<file path="config.mk">
export PLATFORM = sky130hd
export DESIGN_NAME = iir_sample_feeder_flat
export DESIGN_NICKNAME = d
export VERILOG_FILES = /design/src/rtl/iir_pkg.sv /design/src/rtl/iir_sample_feeder_if.sv /design/src/rtl/iir_sync_fifo.sv /design/src/rtl/iir_sample_feeder.sv /design/src/flat_wrapper.sv
export SDC_FILE = /design/constraint.sdc
export NUM_CORES = 1
export LEC_CHECK = 0
export CAP_MARGIN = 20
export CORE_ASPECT_RATIO = 1.1
export CORE_MARGIN = 3
export CORE_UTILIZATION = 50
export DETAILED_ROUTE_END_ITERATION = 8
export GPL_TIMING_DRIVEN = 0
export HOLD_SLACK_MARGIN = 0.05
export MAX_ROUTING_LAYER = met4
export PLACE_DENSITY = 0.85
export SETUP_SLACK_MARGIN = 0.05
export SLEW_MARGIN = 5
export SYNTH_ARGS = -nofsm -noshare
export SYNTH_HDL_FRONTEND = slang
export SYNTH_HIERARCHICAL = 1
export SYNTH_SLANG_ARGS = --single-unit
</file>
<file path="constraint.sdc">
create_clock -name clk -period 2.3 [get_ports clk]
set_clock_uncertainty 0.2 [all_clocks]
set_input_delay 0.575 -clock clk [delete_from_list [all_inputs] [get_ports clk]]
set_output_delay 0.575 -clock clk [all_outputs]
set_load 0.05 [all_outputs]
</file>
<file path="src/rtl/iir_pkg.sv">
// rtl/iir_pkg.sv - shared constants, FSM states and data types for the IIR feeder blocks
package iir_pkg;

  localparam int DW = 4;

  typedef enum logic [1:0] {
    ST_IDLE  = 2'd0,
    ST_PRIME = 2'd1,
    ST_RUN   = 2'd2
  } state_e;

  typedef logic signed [DW-1:0] sample_t;
  typedef logic signed [DW-1:0] coef_t;

endpackage

</file>
<file path="src/rtl/iir_sample_feeder_if.sv">
// rtl/iir_sample_feeder_if.sv - source/filter-side signal bundle of the sample feeder
interface iir_sample_feeder_if #(
  parameter int AW = 3
);
  import iir_pkg::*;

  logic         en;
  sample_t      in_data;
  logic         in_valid;
  logic         in_ready;
  coef_t        coef_in;
  logic         coef_ld;
  sample_t      x_out;
  coef_t        a_out;
  logic         strobe;
  logic         underrun;
  logic [AW:0]  level;

  modport slave (
    input  en, in_data, in_valid, coef_in, coef_ld,
    output in_ready, x_out, a_out, strobe, underrun, level
  );

  modport master (
    output en, in_data, in_valid, coef_in, coef_ld,
    input  in_ready, x_out, a_out, strobe, underrun, level
  );

endinterface

</file>
<file path="src/rtl/iir_sync_fifo.sv">
// rtl/iir_sync_fifo.sv - single-clock FIFO with registered occupancy; push ignored when full,
// pop ignored when empty.
module iir_sync_fifo #(
  parameter int DW    = 4,
  parameter int DEPTH = 8,
  parameter int AW    = 3
) (
  input  logic          clk,
  input  logic          rst,
  input  logic          push,
  input  logic [DW-1:0] wdata,
  input  logic          pop,
  output logic [DW-1:0] rdata,
  output logic          full,
  output logic          empty,
  output logic [AW:0]   level
);

  logic [DW-1:0] mem_q [DEPTH];
  logic [AW-1:0] wr_ptr_q, wr_ptr_d;
  logic [AW-1:0] rd_ptr_q, rd_ptr_d;
  logic [AW:0]   level_q, level_d;
  logic          push_ok, pop_ok;

  // Full/empty come only from the registered level, so in_ready never sees the pop.
  assign full    = (level_q == (AW+1)'(DEPTH));
  assign empty   = (level_q == '0);
  assign push_ok = push && !full;
  assign pop_ok  = pop && !empty;
  assign rdata   = mem_q[rd_ptr_q];
  assign level   = level_q;

  always_comb begin
    wr_ptr_d = wr_ptr_q;
    rd_ptr_d = rd_ptr_q;
    level_d  = level_q;
    if (push_ok) wr_ptr_d = wr_ptr_q + AW'(1);
    if (pop_ok)  rd_ptr_d = rd_ptr_q + AW'(1);
    case ({push_ok, pop_ok})
      2'b10:   level_d = level_q + (AW+1)'(1);
      2'b01:   level_d = level_q - (AW+1)'(1);
      default: level_d = level_q;
    endcase
  end

  always_ff @(posedge clk) begin
    if (!rst) begin
      wr_ptr_q <= '0;
      rd_ptr_q <= '0;
      level_q  <= '0;
    end else begin
      wr_ptr_q <= wr_ptr_d;
      rd_ptr_q <= rd_ptr_d;
      level_q  <= level_d;
    end
  end

  always_ff @(posedge clk) begin
    if (push_ok) mem_q[wr_ptr_q] <= wdata;
  end

endmodule

</file>
<file path="src/rtl/iir_sample_feeder.sv">
// rtl/iir_sample_feeder.sv - paces FIFO'd samples to the IIR filter one every RATE clocks and
// applies pending coefficients on the same strobe. Optional build macro: IIR_FEED_HOLD_EN.
module iir_sample_feeder
  import iir_pkg::*;
#(
  parameter int DEPTH     = 8,
  parameter int AW        = 3,
  parameter int RATE      = 4,
  parameter int PRIME_LVL = 2
) (
  input  logic                clk,
  input  logic                rst,
  iir_sample_feeder_if.slave  bus
);

  localparam int CW = (RATE > 1) ? $clog2(RATE) : 1;

  state_e        state_q, state_d;
  logic [CW-1:0] cnt_q, cnt_d;
  sample_t       x_q, x_d;
  coef_t         a_q, a_d;
  coef_t         pend_q, pend_d;
  logic          pflag_q, pflag_d;
  logic          strobe_q, strobe_d;
  logic          und_q, und_d;
  logic          tick;
  logic          fifo_full, fifo_empty;
  logic [AW:0]   fifo_level;
  logic [DW-1:0] fifo_rdata;

  iir_sync_fifo #(
    .DW    (DW),
    .DEPTH (DEPTH),
    .AW    (AW)
  ) u_fifo (
    .clk   (clk),
    .rst   (rst),
    .push  (bus.in_valid),
    .wdata (bus.in_data),
    .pop   (tick),
    .rdata (fifo_rdata),
    .full  (fifo_full),
    .empty (fifo_empty),
    .level (fifo_level)
  );

  always_comb begin
    state_d = state_q;
    cnt_d   = cnt_q;
    tick    = 1'b0;
    case (state_q)
      ST_IDLE: begin
        cnt_d = '0;
        if (bus.en) state_d = ST_PRIME;
      end
      ST_PRIME: begin
        cnt_d = '0;
        if (!bus.en)                                 state_d = ST_IDLE;
        else if (fifo_level >= (AW+1)'(PRIME_LVL))   state_d = ST_RUN;
      end
      ST_RUN: begin
        // Dropping en abandons the current period: no tick in the exit cycle.
        if (!bus.en) begin
          state_d = ST_IDLE;
          cnt_d   = '0;
        end else if (cnt_q == CW'(RATE - 1)) begin
          tick  = 1'b1;
          cnt_d = '0;
        end else begin
          cnt_d = cnt_q + CW'(1);
        end
      end
      default: begin
        state_d = ST_IDLE;
        cnt_d   = '0;
      end
    endcase
  end

  always_comb begin
    x_d      = x_q;
    a_d      = a_q;
    pend_d   = pend_q;
    pflag_d  = pflag_q;
    strobe_d = 1'b0;
    und_d    = und_q;
    if (tick) begin
      strobe_d = 1'b1;
      if (!fifo_empty) begin
        x_d = sample_t'(fifo_rdata);
      end else begin
        und_d = 1'b1;
`ifdef IIR_FEED_HOLD_EN
        x_d = x_q;
`else
        x_d = '0;
`endif
      end
      if (pflag_q) a_d = pend_q;
      pflag_d = 1'b0;
    end
    // A load coinciding with a tick lands in pending and waits for the next tick.
    if (bus.coef_ld) begin
      pend_d  = bus.coef_in;
      pflag_d = 1'b1;
    end
  end

  always_ff @(posedge clk) begin
    if (!rst) begin
      state_q  <= ST_IDLE;
      cnt_q    <= '0;
      x_q      <= '0;
      a_q      <= '0;
      pend_q   <= '0;
      pflag_q  <= 1'b0;
      strobe_q <= 1'b0;
      und_q    <= 1'b0;
    end else begin
      state_q  <= state_d;
      cnt_q    <= cnt_d;
      x_q      <= x_d;
      a_q      <= a_d;
      pend_q   <= pend_d;
      pflag_q  <= pflag_d;
      strobe_q <= strobe_d;
      und_q    <= und_d;
    end
  end

  assign bus.in_ready = !fifo_full;
  assign bus.x_out    = x_q;
  assign bus.a_out    = a_q;
  assign bus.strobe   = strobe_q;
  assign bus.underrun = und_q;
  assign bus.level    = fifo_level;

endmodule
</file>
<file path="src/flat_wrapper.sv">
// flat-port wrapper written by rule: the top's interface ports become plain ports
module iir_sample_feeder_flat import iir_pkg::*;
#(
  parameter int DEPTH     = 8,
  parameter int AW        = 3,
  parameter int RATE      = 4,
  parameter int PRIME_LVL = 2
)
  (clk, rst, bus_en, bus_in_data, bus_in_valid, bus_coef_in, bus_coef_ld, bus_in_ready, bus_x_out, bus_a_out, bus_strobe, bus_underrun, bus_level);
  iir_sample_feeder_if #(.AW(AW)) bus_i ();
  input  logic clk;
  input  logic rst;
  input wire logic [$bits(bus_i.en)-1:0] bus_en;
  input wire logic [$bits(bus_i.in_data)-1:0] bus_in_data;
  input wire logic [$bits(bus_i.in_valid)-1:0] bus_in_valid;
  input wire logic [$bits(bus_i.coef_in)-1:0] bus_coef_in;
  input wire logic [$bits(bus_i.coef_ld)-1:0] bus_coef_ld;
  output wire logic [$bits(bus_i.in_ready)-1:0] bus_in_ready;
  output wire logic [$bits(bus_i.x_out)-1:0] bus_x_out;
  output wire logic [$bits(bus_i.a_out)-1:0] bus_a_out;
  output wire logic [$bits(bus_i.strobe)-1:0] bus_strobe;
  output wire logic [$bits(bus_i.underrun)-1:0] bus_underrun;
  output wire logic [$bits(bus_i.level)-1:0] bus_level;
  assign bus_i.en = bus_en;
  assign bus_i.in_data = bus_in_data;
  assign bus_i.in_valid = bus_in_valid;
  assign bus_i.coef_in = bus_coef_in;
  assign bus_i.coef_ld = bus_coef_ld;
  assign bus_in_ready = bus_i.in_ready;
  assign bus_x_out = bus_i.x_out;
  assign bus_a_out = bus_i.a_out;
  assign bus_strobe = bus_i.strobe;
  assign bus_underrun = bus_i.underrun;
  assign bus_level = bus_i.level;
  iir_sample_feeder #(.DEPTH(DEPTH), .AW(AW), .RATE(RATE), .PRIME_LVL(PRIME_LVL)) u_core (.clk(clk), .rst(rst), .bus(bus_i));
endmodule
</file>
==> run summary, run 1 <==
outcome = finished, violations left
failing checks = setup timing
number of antenna repair diodes = 0
I/O Buffers = 26
fraction of final layout cells sized beyond drive strength 1 = 0.277
number of flops mapped to enable cells by yosys = 32
most numerous cell on the critical path = buf_6
share of Yosys cell area claimed by the top area cell type = 0.366
Final Non-Filler Cells = 300
largest net degree at the start of global routing = 12
final HPWL from detailed placement = 3.05 mm
Layout Cell Area excl Fill = 3340 um2
Critical Path Source = u_core/u_fifo/level[2]
R2R Setup Slk = -0.19 ns
clock tree from TritonCTS = done
remaining global-route overflow = 0
routed wire length = 4.56 mm
detailed-routing iteration count for the pre-antenna-repair pass = 4
final weighted congestion in routability-driven placement = 0.836
Cell Int Power = 0.00179 W
path category of the worst min-delay check = reg2reg
routed wl met2 = 2.27 mm
Gate Count Post-Synth = 188
number of buffers on the longest clock path = 2
Final Slew Violations = 0
clock buffers created by TritonCTS = 9
clock latency on the worst-skew pair = 0.33 ns
Total Power Consumption = 0.00228 W
crit path max-delay cell type = or4b_4
minimum clock period after layout = 2.50 ns
detail-routed via count per cell = 5.42
Netlist cell types = 39
Reg-to-Reg Start = u_core/u_fifo/level[2]
routed length on met1 = 1.94 mm
switching power share of the total = 0.214
synthesis-to-layout area growth = 27.1%
Placeable Area = 5030 um2
routed length per placed instance = 15.2 um
Critical Path End Type = output pin
area post-placement = 3000 um2
die outline width = 75.1 um
routed length on met3 = 260 um
DRC violations left = 0
Worst Tran Pin Value = 0.670 ns
die outline height = 82.0 um
Total Neg Setup Slack = -0.544 ns
crit-path cells = or4b_4 -> buf_6 -> buf_4 -> inv_2 -> inv_1 -> buf_6
WP data required = 1.52 ns
total via count in the routed design = 1,625
starting density of the core = 0.521
max incr delay on CP = 0.55 ns
wire length of the first global-routing pass = 7.22 mm
net count after synthesis = 207
via count of the first global-routing pass = 1,617
switching power total = 0.000489 W
fill cell total of the finished layout = 352
worst-case hold slack = 0.232 ns
H-tree depth = 3
maximum clock frequency = 400 MHz
cell total after placement = 272
clock tree root driver cell = clkbuf_8
multi-input logic area = 1040 um2
post-route setup slack = -0.198 ns
number of synthesized register bits = 64
part of the power in combinational logic = 0.070
number of antenna-violating nets in the routed design = 0
highest metal layer with signal wires = met4
Seq/Total Area, Yosys = 0.610
type of the worst setup path = reg2out
cell leakage power = 1.33 nW
final hold viol count = 0
yosys warns = 6
unrepaired setup endpoints after global routing = true
count of maximum capacitance violations = 0
sequential cell fraction of total power = 0.545
Cell Pwr Density = 684 nW/um2
Die Outline Area = 6150 um2
final setup vio count = 3
area leader, netlist = edfxtp_1
destination of the critical timing path = bus_in_ready
worst slew margin relative to its limit = 0.550
Nets = 256
depth of the most critical reg-to-reg path = 10
flip-flop and latch area = 1610 um2
maximum net fanout on the critical path = 5
number of DRC markers in iteration 0 = 70
dominant register cell in the synthesized netlist = edfxtp_1
Arrival @ worst endpoint = 1.72 ns
critical path launch point type = register
post-synthesis cell area = 2620 um2
proportion of synthesized flip-flops having asynchronous set or reset = 0
crit share post-route = 1.09
Tot GR Track Use = 0.168
worst supply voltage drop on vdd = 0.366 mV
share of power burned in the clock network = 0.385
sinks on the clock net = 64
synth top area cells = edfxtp_1 (37%), dfxtp_1 (24%), mux4_2 (6.9%), mux2i_1 (4.2%), ha_1 (2.9%)
initial antenna violation count = 0
Clock transition at path regs = 0.06 ns
average cell area after synthesis = 14.0 um2
endpoint of the worst register-to-register path = u_core/u_fifo/level[2]
number of placement rows = 27
number of top-level pins = 28
## what timing repair did
item / CTS / global route
gates resized for setup: 28 / 11
setup endpoints to repair: 19 / 19
hold buffers: 0 / 0
buffers inserted: 8 / 5
pin swaps: 5 / 2
endpoints found under the hold margin: 0 / 0
## cell usage in the layout (no fill, tap or decap), types with 3 or more instances in the layout
master | synthesis | routed
nand3_1 | 3 | 3
nor3_1 | 4 | 3
dlymetal6s2s_1 | 0 | 4
ha_1 | 6 | 3
dfxtp_1 | 32 | 28
mux2_2 | 4 | 4
xor2_1 | 3 | 3
xnor2_1 | 4 | 4
buf_4 | 0 | 10
nor2b_1 | 10 | 10
nand2b_1 | 4 | 4
nor2_1 | 4 | 4
and2_1 | 6 | 6
buf_6 | 2 | 6
a21oi_1 | 5 | 4
nor4_1 | 4 | 3
dfxtp_4 | 0 | 3
nand2_1 | 13 | 13
clkdlybuf4s50_1 | 0 | 9
mux4_2 | 8 | 8
dlygate4sd2_1 | 0 | 12
clkinv_2 | 0 | 3
a32o_2 | 4 | 4
edfxtp_1 | 32 | 32
clkbuf_1 | 3 | 5
clkbuf_8 | 0 | 9
mux2i_1 | 11 | 11
## synth_stat cells, types with 2 or more instances
cell      number
ha_1           6
dfxtp_1       32
nor4_1         4
a21boi_0       2
nand2_1       13
clkbuf_1       3
mux2i_1       11
xnor2_1        4
buf_6          2
nor2b_1       10
and2_1         6
a32o_2         4
nand2b_1       4
buf_2          3
xor2_1         3
edfxtp_1      32
mux2_2         4
nand3_1        3
mux4_2         8
nor3_1         4
nor2_1         4
inv_1          3
a21oi_1        5
or3_1          2
nand3b_1       2
## power groups by stage
stage	Combinational [W]	Clock (W)	Sequential, W
after floorplan	0.0000775	0	0.00128
after global placement	0.000139	0	0.00127
after detailed placement	0.000142	0	0.00127
after CTS	0.000150	0.000906	0.00125
after global routing	0.000173	0.000961	0.00125
final	0.000159	0.000879	0.00124
## through the flow
step,setup slack (ns),utilization
2_1_floorplan,-0.268,-
3_3_place_gp,-0.722,0.597
3_5_place_dp,-0.758,0.597
4_1_cts,-0.208,0.650
5_1_grt,-0.315,0.663
6_report,-0.198,0.663
## cells by family (layout without fill, tap and decap cells)
family,count (synthesis),count (layout),share of synthesized area
muxes,23,23,0.128
DFF,64,64,0.610
and+or+nand+nor,59,59,0.135
buffers and inverters,13,67,0.0267
xor gates and xnor gates,7,7,0.0234
AOI/OAI and AO/OA,16,16,0.0477
adders and majority gates,6,6,0.0286
## critical path: cells and delay by family (launching register included)
family / cells / cell delay (ns)
DFF: 1 / 0.35
buffers and inverters: 5 / 0.49
and+or+nand+nor: 1 / 0.55
## per-layer routing
metal,global-route usage,vias to the layer above
met4,0.0694,0
met1,0.189,773
li1,-,796
met5,-,-
met2,0.267,47
met3,0.0636,9
## state kept, by name, summed over array words and instances, names as in the netlist, named ones only
| register | flops |
|---|---|
| u_core/bus.underrun | 1 |
| u_core/state_q | 2 |
| u_core/pend_q | 4 |
| u_core/cnt_q | 2 |
| u_core/u_fifo/mem_q | 32 |
| u_core/u_fifo/wr_ptr_q | 3 |
| u_core/u_fifo/rd_ptr_q | 3 |
| u_core/bus.strobe | 1 |
| u_core/u_fifo/level | 4 |
| u_core/bus.x_out | 4 |
| u_core/bus.a_out | 4 |
| u_core/pflag_q | 1 |
## worst min-delay path by stage
| stage | start | to | cells past startpoint |
|---|---|---|---|
| floorplan | u_core/cnt_q[0] | u_core/cnt_q[0] | 1 |
| global placement | u_core/cnt_q[0] | u_core/cnt_q[0] | 1 |
| detailed placement | u_core/cnt_q[0] | u_core/cnt_q[0] | 1 |
| CTS | u_core/cnt_q[0] | u_core/cnt_q[0] | 1 |
| global route | u_core/cnt_q[0] | u_core/cnt_q[0] | 1 |
| finish | u_core/cnt_q[0] | u_core/cnt_q[0] | 1 |
## cell type report
cell class,instances,area share
multi-input cells,111,0.311
repair buffers,39,0.110
clock buffers,11,0.0394
clock inverters,5,0.0146
well taps,58,0.0218
plain buffers,8,0.0143
flip-flops and latches,64,0.484
inverters,4,0.00525
Power figures use the tool's default switching activity.
==> run 2: changes to the inputs <==
--- a/config.mk
+++ b/config.mk
@@ -7,7 +7,6 @@
 export LEC_CHECK = 0
 export CAP_MARGIN = 20
 export CORE_ASPECT_RATIO = 1.1
-export CORE_MARGIN = 3
 export CORE_UTILIZATION = 50
 export DETAILED_ROUTE_END_ITERATION = 8
 export GPL_TIMING_DRIVEN = 0
==> run summary, run 2 (synthesis gave the netlist of run 1 again) <==
count of maximum capacitance violations = 0 (unchanged)
cell leakage power = 1.29 nW (-3.5%)
number of antenna repair diodes = 0 (unchanged)
number of top-level pins = 28 (unchanged)
Die Outline Area = 5540 um2 (-9.9%)
crit share post-route = 1.08 (-0.00460)
Arrival @ worst endpoint = 2.56 ns (+0.84 ns)
type of the worst setup path = reg2reg
Critical Path End Type = register
WP data required = 2.37 ns (+0.85 ns)
failing checks = DRC, setup timing
unrepaired setup endpoints after global routing = true
Clock transition at path regs = 0.07 ns (about the same)
commonest cells after routing, fill and taps aside = edfxtp_1 (32), dfxtp_1 (28), dlygate4sd2_1 (14)
routed wire length = 4.51 mm (-1.0%)
total via count in the routed design = 1,620 (-0.31%)
Worst Tran Pin Value = 0.607 ns (-0.0635 ns)
number of DRC markers in iteration 0 = 84 (+20%)
flip-flop and latch area = 1610 um2 (-0.15%)
path category of the worst min-delay check = reg2reg
Core Util, Final = 0.658 (-0.00448)
register bank with the most flops = u_core/u_fifo/mem_q
die outline height = 78.0 um (-4.9%)
Tot GR Track Use = 0.190 (+0.0223)
maximum net fanout on the critical path = 7 (+2)
Cell Pwr Density = 696 nW/um2 (+1.7%)
sinks on the clock net = 64 (unchanged)
detailed-routing iteration count for the pre-antenna-repair pass = 8 (+4)
wire length of the first global-routing pass = 7.60 mm (+5.1%)
synthesis-to-layout area growth = 26.3%
cell total after placement = 272 (unchanged)
clock tree root driver cell = clkbuf_8
fill cell total of the finished layout = 349 (-0.85%)
H-tree depth = 3 (unchanged)
most frequent standard cell in the layout excluding fill and tap cells = edfxtp_1
Final Slew Violations = 0 (unchanged)
maximum clock frequency = 402 MHz (+0.43%)
routed length per placed instance = 15.1 um (-0.37%)
critical path launch point type = register
number of antenna-violating nets in the routed design = 0 (unchanged)
via count of the first global-routing pass = 1,648 (+1.9%)
outcome = finished, violations left
Final Non-Filler Cells = 298 (-0.67%)
die outline width = 71.1 um (-5.3%)
final setup vio count = 3 (unchanged)
post-route setup slack = -0.188 ns (+0.0106 ns)
final weighted congestion in routability-driven placement = 0.789 (-5.6%)
initial antenna violation count = 0 (unchanged)
Nets = 254 (-0.78%)
clock tree from TritonCTS = done
clock buffers created by TritonCTS = 9 (unchanged)
minimum clock period after layout = 2.49 ns (-0.0106 ns)
number of placement rows = 27 (unchanged)
number of buffers on the longest clock path = 2 (unchanged)
R2R Setup Slk = -0.19 ns (about the same)
clock latency on the worst-skew pair = 0.34 ns (about the same)
max reg flops = 32 (unchanged)
multi-input logic area = 1040 um2 (+0.48%)
I/O Buffers = 26 (unchanged)
DRC violations left = 2 (+2)
Placeable Area = 5030 um2 (unchanged)
fraction of final layout cells sized beyond drive strength 1 = 0.275 (-0.00186)
final HPWL from detailed placement = 2.96 mm (-2.8%)
remaining global-route overflow = 0 (unchanged)
starting density of the core = 0.521 (unchanged)
largest net degree at the start of global routing = 12 (unchanged)
final hold viol count = 0 (unchanged)
detail-routed via count per cell = 5.44 (+0.36%)
worst supply voltage drop on vdd = 0.537 mV (+47%)
worst slew margin relative to its limit = 0.592 (+0.0426)
[run 2: final cells by class]
class / instances / share of cell area
Sequential cell: 64 / 0.486
Multi-Input combinational cell: 111 / 0.315
Timing Repair Buffer: 37 / 0.100
Clock buffer: 10 / 0.0385
Tap cell: 58 / 0.0219
Clock inverter: 6 / 0.0181
Buffer: 8 / 0.0144
Inverter: 4 / 0.00529
[run 2: routing by layer]
layer / routed length, um / GRT usage
met1: 1950 / 0.225
met3: 190 / 0.0506
met4: 98 / 0.0900
met2: 2270 / 0.302
met5: 0 / -
[run 2: critical path, cell delays in order, from the launching register on]
cell	delay, ns
dfxtp_4	0.36
or4b_4	0.55
buf_6	0.16
nand2_8	0.07
ha_4	0.14
xor2_1	0.15
ha_2	0.19
a21oi_2	0.03
xor2_1	0.14
or3_1	0.30
a21boi_1	0.11
[run 2: where the power goes]
part | total [W] | internal, W | switching (W)
Sequential | 0.00124 | 0.00122 | 0.0000205
Clock | 0.000909 | 0.000494 | 0.000414
Combinational | 0.000152 | 0.0000729 | 0.0000793
[run 2: path summary, 6_finish.rpt]
kind                                             start                endpoint  cells after the start
worst min register to register         u_core/cnt_q[0]         u_core/cnt_q[0]                      1
worst max register to register  u_core/u_fifo/level[2]  u_core/u_fifo/level[2]                     10
worst min-delay path                   u_core/cnt_q[0]         u_core/cnt_q[0]                      1
worst max-delay path            u_core/u_fifo/level[2]  u_core/u_fifo/level[2]                     10
[run 2: stage by stage]
stage	setup TNS, ns	power, W	instance area [um2]	worst slack, ns	hold slack [ns]
finish	-0.425	0.00231	3310	-0.188	0.241
global route	-0.643	0.00239	3310	-0.291	0.272
CTS	-0.525	0.00233	3300	-0.216	0.243
detailed placement	-7.34	0.00141	3000	-0.737	0.233
global placement	-6.12	0.00141	3000	-0.741	0.217
floorplan	-0.486	0.00136	2670	-0.268	0.208
[run 2: timing repair]
action	CTS	global route
pin swaps	4	4
gates resized for setup	31	5
setup endpoints to repair	21	10
hold buffers	0	0
setup buffers	9	3
